`config.mk`:
```
export PLATFORM = sky130hd
export DESIGN_NAME = mp_coeff_loader_flat
export DESIGN_NICKNAME = d
export VERILOG_FILES = /design/src/rtl/mp_coeff_loader_if.sv /design/src/rtl/mp_coeff_loader.sv /design/src/flat_wrapper.sv
export SDC_FILE = /design/constraint.sdc
export NUM_CORES = 1
export LEC_CHECK = 0
export ABC_CLOCK_PERIOD_IN_PS = 3700
export CAP_MARGIN = 20
export CELL_PAD_IN_SITES_DETAIL_PLACEMENT = 2
export CELL_PAD_IN_SITES_GLOBAL_PLACEMENT = 2
export CORE_UTILIZATION = 30
export DETAILED_ROUTE_END_ITERATION = 10
export GPL_TIMING_DRIVEN = 0
export PLACE_DENSITY_LB_ADDON = 0.1
export SLEW_MARGIN = 20
export SYNTH_ARGS = -nofsm -noshare
export SYNTH_HDL_FRONTEND = slang
export SYNTH_SLANG_ARGS = --single-unit
```
`constraint.sdc`:
```
create_clock -name AXI_clk_i -period 3.7 [get_ports AXI_clk_i]
set_input_delay 0.37 -clock AXI_clk_i [delete_from_list [all_inputs] [get_ports AXI_clk_i]]
set_output_delay 0.37 -clock AXI_clk_i [all_outputs]
set_load 0.01 [all_outputs]
```
`src/rtl/mp_coeff_loader_if.sv`:
```
// AXI4-Stream coefficient channel into the DPD coefficient loader.
// The master drives data/valid/last and the slave returns ready.
interface mp_coeff_loader_if;
    logic [31:0] s_tdata_i;
    logic        s_tvalid_i;
    logic        s_tlast_i;
    logic        s_tready_o;

    modport master (
        output s_tdata_i,
        output s_tvalid_i,
        output s_tlast_i,
        input  s_tready_o
    );

    modport slave (
        input  s_tdata_i,
        input  s_tvalid_i,
        input  s_tlast_i,
        output s_tready_o
    );
endinterface

```
`src/rtl/mp_coeff_loader.sv`:
```
// Streams coefficient words from AXI4-Stream into the LUT coefficient BRAM write port.
// Supports full-table and single-LUT reloads, and flags frames that are too short or too long.
module mp_coeff_loader #(
    parameter int M          = 3,
    parameter int LUT_num    = M + 1,
    parameter int RESOLUTION = 4096,
    parameter int ADDR_W     = $clog2(RESOLUTION) + $clog2(LUT_num) + 2
) (
    input  logic                       AXI_clk_i,
    input  logic                       reset_n_i,
    input  logic                       start_i,
    input  logic                       all_i,
    input  logic [$clog2(LUT_num)-1:0] lut_sel_i,
    input  logic                       abort_i,
    mp_coeff_loader_if.slave           s_axis,
    output logic [31:0]                coeff_o,
    output logic [ADDR_W-1:0]          coeff_addr_o,
    output logic                       coeff_en_o,
    output logic                       busy_o,
    output logic                       done_o,
    output logic                       err_short_o,
    output logic                       err_long_o
);

    localparam int RES_W = $clog2(RESOLUTION);
    localparam int WA_W  = ADDR_W - 2;
    // One extra bit lets the count reach the full table size without wrapping
    localparam int CNT_W = WA_W + 1;
    localparam logic [CNT_W-1:0] TOTAL_WORDS = CNT_W'(LUT_num * RESOLUTION);
    localparam logic [CNT_W-1:0] LUT_WORDS   = CNT_W'(RESOLUTION);
    localparam logic [CNT_W-1:0] ONE         = CNT_W'(1);

    typedef enum logic [1:0] {IDLE, LOAD, FLUSH, DONE} state_t;

    state_t            state;
    state_t            next_state;
    logic [CNT_W-1:0]  cnt;
    logic [CNT_W-1:0]  target;
    logic [WA_W-1:0]   base;
    logic [WA_W-1:0]   sel_base;
    logic [WA_W-1:0]   word_addr;
    logic              beat;
    logic              last_word;
    logic              bad_sel;
    logic              start_ok;
    logic              wr;
    logic              set_short;
    logic              set_long;

    assign sel_base  = WA_W'(lut_sel_i) << RES_W;
    assign word_addr = base + cnt[WA_W-1:0];
    assign bad_sel   = (int'(lut_sel_i) >= LUT_num);

    always_comb begin
        next_state = state;
        start_ok   = 1'b0;
        wr         = 1'b0;
        set_short  = 1'b0;
        set_long   = 1'b0;
        beat       = s_axis.s_tvalid_i & s_axis.s_tready_o;
        last_word  = (cnt == (target - ONE));
        case (state)
            IDLE: begin
                // busy_o stays high through the done cycle, so it also gates restarts
                if (start_i && !busy_o) begin
                    start_ok = 1'b1;
                    if (!all_i && bad_sel) begin
                        set_short  = 1'b1;
                        next_state = DONE;
                    end else begin
                        next_state = LOAD;
                    end
                end
            end
            LOAD: begin
                if (beat) begin
                    wr = 1'b1;
                    if (last_word) begin
                        if (s_axis.s_tlast_i) begin
                            next_state = DONE;
                        end else begin
                            set_long   = 1'b1;
                            next_state = FLUSH;
                        end
                    end else if (s_axis.s_tlast_i) begin
                        set_short  = 1'b1;
                        next_state = DONE;
                    end
                end
            end
            FLUSH: begin
                if (beat && s_axis.s_tlast_i) begin
                    next_state = DONE;
                end
            end
            DONE: begin
                next_state = IDLE;
            end
            default: begin
                next_state = IDLE;
            end
        endcase
        // Abort overrides everything, including a beat or a start in the same cycle
        if (abort_i) begin
            next_state = IDLE;
            start_ok   = 1'b0;
            wr         = 1'b0;
            set_short  = 1'b0;
            set_long   = 1'b0;
        end
    end

    always_ff @(posedge AXI_clk_i or negedge reset_n_i) begin
        if (!reset_n_i) begin
            state <= IDLE;
        end else begin
            state <= next_state;
        end
    end

    always_ff @(posedge AXI_clk_i or negedge reset_n_i) begin
        if (!reset_n_i) begin
            cnt               <= '0;
            target            <= '0;
            base              <= '0;
            coeff_o           <= '0;
            coeff_addr_o      <= '0;
            coeff_en_o        <= 1'b0;
            busy_o            <= 1'b0;
            done_o            <= 1'b0;
            err_short_o       <= 1'b0;
            err_long_o        <= 1'b0;
            s_axis.s_tready_o <= 1'b0;
        end else begin
            if (start_ok) begin
                cnt         <= '0;
                base        <= all_i ? '0 : sel_base;
                target      <= all_i ? TOTAL_WORDS : LUT_WORDS;
                err_short_o <= set_short;
                err_long_o  <= 1'b0;
            end else begin
                if (set_short) begin
                    err_short_o <= 1'b1;
                end
                if (set_long) begin
                    err_long_o <= 1'b1;
                end
            end
            if (wr) begin
                coeff_o      <= s_axis.s_tdata_i;
                coeff_addr_o <= {word_addr, 2'b00};
                cnt          <= cnt + ONE;
            end
            coeff_en_o        <= wr;
            s_axis.s_tready_o <= (next_state == LOAD) || (next_state == FLUSH);
            // done_o follows the DONE state by one cycle; busy_o covers that cycle too
            done_o            <= (state == DONE) && !abort_i;
            busy_o            <= (next_state != IDLE) || ((state == DONE) && !abort_i);
        end
    end

endmodule

```
`src/flat_wrapper.sv`:
```
// flat-port wrapper written by rule: the top's interface ports become plain ports
module mp_coeff_loader_flat 
#(
    parameter int M          = 3,
    parameter int LUT_num    = M + 1,
    parameter int RESOLUTION = 4096,
    parameter int ADDR_W     = $clog2(RESOLUTION) + $clog2(LUT_num) + 2
)
  (AXI_clk_i, reset_n_i, start_i, all_i, lut_sel_i, abort_i, coeff_o, coeff_addr_o, coeff_en_o, busy_o, done_o, err_short_o, err_long_o, s_axis_s_tdata_i, s_axis_s_tvalid_i, s_axis_s_tlast_i, s_axis_s_tready_o);
  mp_coeff_loader_if s_axis_i ();
  input  logic AXI_clk_i;
  input  logic reset_n_i;
  input  logic start_i;
  input  logic all_i;
  input  logic [$clog2(LUT_num)-1:0] lut_sel_i;
  input  logic abort_i;
  output logic [31:0] coeff_o;
  output logic [ADDR_W-1:0] coeff_addr_o;
  output logic coeff_en_o;
  output logic busy_o;
  output logic done_o;
  output logic err_short_o;
  output logic err_long_o;
  input wire logic [$bits(s_axis_i.s_tdata_i)-1:0] s_axis_s_tdata_i;
  input wire logic [$bits(s_axis_i.s_tvalid_i)-1:0] s_axis_s_tvalid_i;
  input wire logic [$bits(s_axis_i.s_tlast_i)-1:0] s_axis_s_tlast_i;
  output wire logic [$bits(s_axis_i.s_tready_o)-1:0] s_axis_s_tready_o;
  assign s_axis_i.s_tdata_i = s_axis_s_tdata_i;
  assign s_axis_i.s_tvalid_i = s_axis_s_tvalid_i;
  assign s_axis_i.s_tlast_i = s_axis_s_tlast_i;
  assign s_axis_s_tready_o = s_axis_i.s_tready_o;
  mp_coeff_loader #(.M(M), .LUT_num(LUT_num), .RESOLUTION(RESOLUTION), .ADDR_W(ADDR_W)) u_core (.AXI_clk_i(AXI_clk_i), .reset_n_i(reset_n_i), .start_i(start_i), .all_i(all_i), .lut_sel_i(lut_sel_i), .abort_i(abort_i), .s_axis(s_axis_i), .coeff_o(coeff_o), .coeff_addr_o(coeff_addr_o), .coeff_en_o(coeff_en_o), .busy_o(busy_o), .done_o(done_o), .err_short_o(err_short_o), .err_long_o(err_long_o));
endmodule
```
==> metrics.cfg <==
[placement]
dpl.hpwl_um=6454
io_buffers=92
place.gp.congestion=0.7282
number_of_placed_instances_taps_included=562
preCtsSetupSlack_ps=1378

[power]
power_frac_comb_pct=24.0
switching_share_pct=27.83
power.density_nw_per_um2=476.5
pwr-share-clk_pct=29.3
pwr-share-seq_pct=46.7
standby_leakage_power_nw=2.142
p_int_w=0.001534
total_switching_power_w=0.0005914
vdd_drop_max_v=0.0001713

[final_layout]
area_delta_synth_final_pct=41.77
layout.cells.non_filler=577
layout.cells.most_common_list=154 x nand2_1, 91 x clkdlybuf4s50_1, 73 x dfrtp_1, 11 x o21ai_0, 10 x clkbuf_8
final_core_util_pct=43.59
nets=482
n_fill_cell=1157
mostFrequentLayoutCell=nand2_1
antenna-diode-count=0
drive_gt1_share_pct=8.844

[worst_setup_path]
worst-path-max-fanout=6
arrival_ps=2450
cpMaxStageDelayCell=dfrtp_1
cp-end-kind=flop
required_ps=3910
crit_path_frequent_cell=ha_1
timing.critical_path.cells=ha_1 -> nand2_1 -> nor4_4 -> o21ai_2 -> o41ai_1 -> ha_1 -> o21ai_0
critical_path_class=flop to flop
cp.buffers_inverters=0
rr_worst_depth=7
worst-path-stages=7
critPathTopFamily=compound AO/OA/AOI/OAI gates
max_stage_delay_ps=430
critPathLaunchType=flop

[synthesis]
synthDistinctLibCells=43
synth_seq_cells=73
synth.area.top_cells=dfrtp_1 58%, nand2_1 18%, o21ai_0 1.8%
async_reset_ff_share_pct=100.0
synth_warnings=0
synth_top_area_share_pct=58.07
synthesis.instances=332
syn_area_per_cell_um2=9.474
synth_edf_count=0
syn_area_um2=3146
synth_sequential_area_ratio_pct=58.07
post-synth-top-area-cell=dfrtp_1
dominantRegCellSynth=dfrtp_1

[floorplan]
std_cell_rows=37
initial_utilization_pct=30.74
chipWidth_um=104.4
coreArea_um2=10230
top_level_ports=95
dieHeight_um=104.4
die-area_um2=10900

[sta]
worstMarginPinSlew_ps=655.7
setup_viol_count_final=0
timing.final.crit_period_ps=2237
slew_headroom_pct=55.89
final-hold-violation-count=0
max_freq_ghz=0.4469
final_max_slew_viol_count=0
clock_skew_ps=9.573
rsz0062_at_grt=false
layout_worst_path_cycle_share_pct=60.47
final_critical_path_setup_slack_ps=1463

[status]
status=finished clean

[cts]
clock_tree.root_cell=clkbuf_8
worstSkewPairLatency_ps=350
clk_pin_slew_ps=80
cts-buffers-inserted=9
max-clock-path-buffers=2
clock_tree_from_tritoncts=yes
clock_tree.htree_level_count=3
cts_sinks=73
count_of_cells_resized_by_post_cts_repair=0

[global_route]
maximum_number_of_pins_on_one_net_before_global_route_repair=53
number_of_global_route_vias_before_repair=2947
grt_use_total_pct=17.75
grt.overflow.total=0
grt_antenna_before_repair=0
grt_first_pass_wirelength_um=15140

[routing]
detail_route.first_pass.iterations=4
initialDrtViolationCount=47
detail_route.drc_violations=0
vias=2734
post_drt_wl_per_cell_um=15.49
totalWireLength_um=8940
detail_route.vias_per_cell=4.738
route.antenna.remaining_nets=0

[flow_run]
max-cap-violations=0

[hold_path]
holdCritPathClass=input pin to async pin

## worst paths after layout
| path | from | to | slack [ps] |
|---|---|---|---|
| max | u_core.cnt[0] | u_core.busy_o | 1460 |
| min | reset_n_i | u_core.coeff_addr_o[12] | 460 |
| max reg2reg | u_core.cnt[0] | u_core.busy_o | 1460 |
| min reg2reg | u_core.coeff_addr_o[10] | u_core.coeff_addr_o[10] | 480 |
| max in group asynchronous | reset_n_i | u_core.coeff_o[17] | 2680 |
| min in group AXI_clk_i | u_core.coeff_addr_o[10] | u_core.coeff_addr_o[10] | 480 |
## flip-flops by register name (all words and copies together) (netlist names)
signal                    cells
u_core.base                   2
u_core.busy_o                 1
u_core.cnt                   15
u_core.coeff_addr_o          14
u_core.coeff_en_o             1
u_core.coeff_o               32
u_core.done_o                 1
u_core.err_long_o             1
u_core.err_short_o            1
u_core.s_axis.s_tready_o      1
u_core.state                  2
u_core.target                 2
## cell usage after synthesis (2+ instances only)
| master | count |
|---|---|
| a31oi_1 | 4 |
| nor2_1 | 5 |
| buf_6 | 3 |
| buf_4 | 2 |
| ha_1 | 3 |
| nand4_1 | 5 |
| mux2i_1 | 5 |
| o21ai_0 | 11 |
| a21oi_1 | 3 |
| nor3_1 | 3 |
| buf_2 | 9 |
| nand2_1 | 154 |
| nor4_1 | 3 |
| or2_1 | 2 |
| and3_1 | 4 |
| nand3_1 | 5 |
| xor2_1 | 2 |
| nand2b_1 | 4 |
| o21ai_2 | 4 |
| clkbuf_1 | 3 |
| dfrtp_1 | 73 |
| o31ai_1 | 3 |
| xnor2_1 | 2 |
## per-layer routing
layer	up-vias	GRT usage, %	share of wire [%]
met5	-	0	0
met4	0	6.224	1.2
met3	9	4.010	4.2
met2	59	28.90	49
met1	1363	23.10	46
li1	1303	-	-
## power groups by stage
stage	clock network [W]	logic (W)	registers (W)
2_1_floorplan	0	0.000129	0.00105
3_3_place_gp	0	0.000497	0.00100
3_5_place_dp	0	0.000518	0.00101
4_1_cts	0.000648	0.000523	0.000995
5_1_grt	0.000675	0.000557	0.00101
6_report	0.000622	0.000510	0.000993
## per-stage QoR
| step | TNS [ps] | total power, W | cell area, µm² | hold slack [ps] |
|---|---|---|---|---|
| 6_report | 0 | 0.002125 | 4459 | 455.9 |
| 5_1_grt | 0 | 0.002245 | 4459 | 497.3 |
| 4_1_cts | 0 | 0.002166 | 4459 | 463.4 |
| 3_5_place_dp | 0 | 0.001529 | 4265 | 293.8 |
| 3_3_place_gp | -42740 | 0.001499 | 4240 | 456.9 |
| 2_1_floorplan | 0 | 0.001184 | 3149 | 74.41 |
## final cells by class
cell class | count | area, µm² | share of cell area, %
multi-input cells | 241 | 1209 | 27.10
repair buffers | 94 | 955.9 | 21.44
flip-flops and latches | 73 | 1827 | 40.97
plain buffers | 17 | 105.1 | 2.357
clock inverters | 3 | 42.54 | 0.9540
inverters | 2 | 8.758 | 0.1964
clock buffers | 11 | 141.4 | 3.171
well taps | 136 | 170.2 | 3.816
## kinds of logic (layout without fill, tap and decap cells)
family                     count (synthesis)  in the layout  share of synthesized area, %
and+or+nand+nor                          194            194                         26.97
DFF                                       73             73                         58.07
AOI/OAI and AO/OA                         33             33                         7.319
buffers and inverters                     19            127                         3.619
muxes                                      5              5                         1.591
xor gates and xnor gates                   4              4                         1.114
adders and majority gates                  3              3                         1.193
other                                      1              2                        0.1192
## repair_timing
| action | 4_1_cts | 5_1_grt |
|---|---|---|
| buffers inserted | 0 | 0 |
| hold endpoints to repair | 21 | 0 |
| hold buffers | 1 | 0 |
Note: power is estimated with default switching activity, not from simulation.
==> edit 1 (same settings) <==
Make the reset (`reset_n_i`) synchronous in 2 clocked blocks.
--- a/src/rtl/mp_coeff_loader.sv
+++ b/src/rtl/mp_coeff_loader.sv
@@ -111,5 +111,5 @@
     end
 
-    always_ff @(posedge AXI_clk_i or negedge reset_n_i) begin
+    always_ff @(posedge AXI_clk_i) begin
         if (!reset_n_i) begin
             state <= IDLE;
@@ -119,5 +119,5 @@
     end
 
-    always_ff @(posedge AXI_clk_i or negedge reset_n_i) begin
+    always_ff @(posedge AXI_clk_i) begin
         if (!reset_n_i) begin
             cnt               <= '0;
Behaviour: differs if reset_n_i is asserted again (counterexample within 4 cycles, from zero or initial values and one cycle with reset_n_i low); with reset_n_i held inactive, the same outputs for 10 cycles.
==> edit 1 against the original RTL <==
Sequential cell count did not move. Setup slack got worse by 0.18 ns. Wire length rose by 7.1%. Cell area fell by 5.6%. Worst hold slack barely moved. Non-clock buffer count rose by 6. Area after synthesis fell by 6.6%. Critical path depth rose by 2. Critical path type is now input pin to register. Highest routed layer unchanged.
Power is not compared: it rests on default switching activity, and its combinational part moved more than twofold at a synthesized area within 25%.
==> edit 1: results (changes against the original RTL) <==
[run_status]
status = complete, no violations

[yosys]
netlist_instances = 358  ; +7.8%
synth_area_leaders = dfxtp_1, nand2_1, a21oi_1
synth.area.mux_share_pct = 1.40  ; -0.19 points
synth_fa_ha_area_share_pct = 1.28  ; +0.084 points
async_reset_ff_share_pct = 0  ; -100 points
synth_compound_area_share_pct = 15.2  ; +7.9 points
synth_xor_area_share_pct = 1.49  ; +0.38 points
ys_seq_area_share_pct = 49.7  ; -8.4 points
ys_types = 47  ; +9.3%

[setup_path]
crit_path_end = u_core.s_axis.s_tready_o
cp_slowest_stage_delay_ns = 0.47  ; +0.04 ns
worstReg2RegEnd = u_core.s_axis.s_tready_o
worstPathMaxFanout = 10  ; +4
r2r_start = u_core.cnt[0]
reg2reg_slack_ns = 1.35  ; -0.11 ns
crit_arrival_ns = 2.66  ; +0.21 ns
cpMaxStageDelayCell = clkdlybuf4s50_1

[finish]
nNonClkInverters = 6  ; +4
drive_gt1_share_pct = 7.10  ; -1.7 points
area_growth_pct = 43.3
num-nonclk-buffers = 117  ; +5.4%
seqAreaFraction_pct = 34.7  ; -6.3 points
nonClkBufAreaFrac_pct = 24.6  ; +0.81 points
final_nets = 505  ; +4.8%
nClkBuffers = 12  ; +1
multi_input_gates = 254  ; +5.4%
fillers = 1071  ; -7.4%
final-clk-cell-share_pct = 4.64  ; +0.51 points

[place]
port_buffers = 91  ; -1.1%
place_congestion = 0.731  ; +0.37%
dp.cells = 579  ; +3.0%
detailed_place_hpwl_mm = 7.01  ; +8.6%
preCtsSetupSlack_ns = 0.933  ; -0.445 ns
placed_cell_area_sq_mm = 0.00402  ; -5.9%

[global_routing]
grt_pass1_wl_mm = 15.6  ; +3.2%
grt_pass1_vias = 3160  ; +7.2%
grt_start_max_net_pins = 12  ; -77%
grtUsageTotal_pct = 20.0  ; +2.3 points

[drt]
vias_per_cell = 4.94  ; +4.4%
vias = 2937  ; +7.4%
wirelength_mm = 9.57  ; +7.1%
drt-initial-drc-count = 101  ; +110%

[die]
dieWidth_um = 101  ; -3.3%

[sta]
fin_ws_ns = 1.29  ; -0.176 ns
skew_ns = 0.00961  ; +0.0000339 ns

[edit 1: worst max-delay path, delay by kind of cell]
family | cells | cell delay, ns
adder cells (fa/ha/maj) | 1 | 0.28
AND/OR/NAND/NOR | 3 | 0.71
AO/OA/AOI/OAI | 1 | 0.09
buffers and inverters | 4 | 1.20
[edit 1: power breakdown]
part	total, uW	switching [uW]	internal, uW
Clock	639	296	343
Sequential	793	3.19	790
Combinational	101	46.8	54.5
Total	1530	346	1190
[edit 1: metal layers]
layer  global-route usage, %  wire length, um
met5                       0                0
met3                    6.17              642
met4                    7.47              135
met1                    23.3             4100
met2                    34.5             4700
[edit 1: logic make-up after synthesis]
| group | Yosys count |
|---|---|
| and+or+nand+nor | 163 |
| AOI/OAI and AO/OA | 77 |
| DFF | 73 |
| buffers and inverters | 32 |
| xor gates and xnor gates | 5 |
| muxes | 4 |
| adders and majority gates | 3 |
| other | 1 |
==> edit 2 (same settings) <==
Without the edit above. `RESOLUTION` is set to 4096 in 2 places; all go to 2048.
--- a/src/rtl/mp_coeff_loader.sv
+++ b/src/rtl/mp_coeff_loader.sv
@@ -4,5 +4,5 @@
     parameter int M          = 3,
     parameter int LUT_num    = M + 1,
-    parameter int RESOLUTION = 4096,
+    parameter int RESOLUTION = 2048,
     parameter int ADDR_W     = $clog2(RESOLUTION) + $clog2(LUT_num) + 2
 ) (
--- a/src/flat_wrapper.sv
+++ b/src/flat_wrapper.sv
@@ -4,5 +4,5 @@
     parameter int M          = 3,
     parameter int LUT_num    = M + 1,
-    parameter int RESOLUTION = 4096,
+    parameter int RESOLUTION = 2048,
     parameter int ADDR_W     = $clog2(RESOLUTION) + $clog2(LUT_num) + 2
 )
Ports: changed (resized coeff_addr_o); port bits go from 95 to 94. The function was not compared with the original's and may differ.
==> edit 2 against the original RTL <==
Area after synthesis decreased by 2.1%. Cell area shrank 2.4%. Utilization increased by 0.54 points. Synthesized cell count is 3.0% lower. Setup slack improved by 0.19 ns. Combinational power is 49% higher. Die area down 2.1%. Power up 12%. Sequential share of layout area is 0.15 points lower. Wire length down 0.65%. Sequential cell count down 2. Largest power group unchanged. Highest routed layer unchanged.
==> edit 2: results (changes against the original RTL) <==
[run_status]
status = complete, no violations

[clock_network]
cts_hold_buf = 1  ; unchanged
cts_max_level = 3  ; unchanged
clk_pin_slew_worst_paths_ns = 0.07
cts_buffers = 9  ; unchanged
cts_setup_buffers = 0  ; unchanged
worstSkewPairLatency_ns = 0.35  ; about the same
clockBufferDepth = 2  ; unchanged
cts_resized = 0  ; unchanged
root_buffer = clkbuf_8

[global_routing]
antenna_found_initial = 0  ; unchanged
grt_pass1_vias = 2783  ; -5.6%
grt_start_max_net_pins = 47  ; -11%
grtUsageTotal_pct = 18.0  ; +0.26 points
grt_pass1_wl_mm = 14.2  ; -6.0%
gr-total-overflow = 0  ; unchanged

[drt]
drt-initial-drc-count = 60  ; +28%
wl_met1_mm = 3.94  ; -3.3%
first_pass_iters = 4  ; unchanged
wl_met2_mm = 4.42  ; +0.96%
wl_met3_um = 385  ; +2.1%
vias_per_cell = 4.65  ; -1.9%
wirelength_mm = 8.88  ; -0.65%

[sta]
slew-limit-headroom_pct = 63.4  ; +7.5 points
holdWs_ns = 0.471  ; +0.0154 ns
skew_ns = 0.00731  ; -0.00226 ns

[power]
peakVddDrop_v = 0.000184  ; +7.3%
power.leakage_uw = 0.00208  ; -2.7%

[finish]
diodes = 0  ; unchanged
reg_top3 = u_core.coeff_o: 32 flops, u_core.cnt: 14 flops, u_core.coeff_addr_o: 13 flops
final_nets = 471  ; -2.3%
drive_gt1_share_pct = 8.58  ; -0.26 points
fillers = 1058  ; -8.6%

[yosys]
ys_types = 46  ; +7.0%
yosysWarnings = 0  ; unchanged
synth_common_cells = nand2_1, dfrtp_1, buf_2, nand3_1
async_reset_ff_share_pct = 100  ; unchanged
synth_xor_area_share_pct = 1.14  ; +0.024 points
synth.area.mux_share_pct = 2.68  ; +1.1 points
synth_compound_area_share_pct = 5.57  ; -1.8 points
synth_area_leaders = dfrtp_1, nand2_1, mux2i_1
synth_fa_ha_area_share_pct = 1.22  ; +0.026 points
ys_seq_area_share_pct = 57.7  ; -0.37 points

[setup_path]
reg2reg_slack_ns = 1.76  ; +0.30 ns
r2r_start = u_core.state[1]
worstPathMaxFanout = 10  ; +4
worstReg2RegEnd = u_core.s_axis.s_tready_o
crit_arrival_ns = 2.27  ; -0.18 ns
reg2reg_depth = 7  ; unchanged

[place]
place_congestion = 0.718  ; -1.4%
port_buffers = 91  ; -1.1%
placed_cell_area_sq_mm = 0.00419  ; -1.9%
detailed_place_hpwl_mm = 6.46  ; +0.15%

[min_path]
hold_class = input pin to asynchronous set/reset pin

-- edit 2: power by group --
part	internal [uW]	switching (uW)
logic	428	332
registers	968	106
clock network	259	286
-- edit 2: routing by layer --
metal  track usage, %  up-vias
met5                0        -
met4             7.48        0
met3             4.37        9
met2             29.7       60
met1             22.6     1297
li1                 -     1256
-- edit 2: area by class of cell --
cell class	count	area (sq um)	share of cell area [%]
buffer	17	88.8	2.04
clock buffer	14	153	3.51
clock inverter	1	5.00	0.115
inverter	4	15.0	0.345
multi-input combinational	231	1200	27.6
sequential	71	1780	40.8
tap	133	166	3.82
timing repair buffer	93	946	21.7
-- edit 2: worst max-delay path, stage by stage --
cell and delay (ns):
clkdlybuf4s50_1 0.49, nor2_2 0.23, nand3_4 0.15, inv_2 0.22, buf_2 0.28, nand2_1 0.10
o211a_1 0.14, ha_1 0.27
-- edit 2: per-stage QoR --
stage                     cells  setup TNS (ns)  worst slack (ns)  utilization [%]
final                       564               0              1.66             44.1
after global routing        564               0              1.54             44.1
after CTS                   564               0              1.65             44.1
after detailed placement    548               0              1.27             42.4
after global placement      547          -32.95            -0.468             42.2
after floorplan             323               0              2.10                -
-- edit 2: how the worst max path moves through the flow --
stage | startpoint | end | slack (ns) | cells past startpoint
after CTS | abort_i | u_core.s_axis.s_tready_o | 1.65 | 8
after global routing | abort_i | u_core.s_axis.s_tready_o | 1.54 | 8
final | abort_i | u_core.s_axis.s_tready_o | 1.66 | 8
after global placement | reset_n_i | u_core.coeff_o[30] | -0.47 | 1
after detailed placement | abort_i | u_core.s_axis.s_tready_o | 1.27 | 8
after floorplan | u_core.s_axis.s_tready_o | u_core.s_axis.s_tready_o | 2.10 | 7
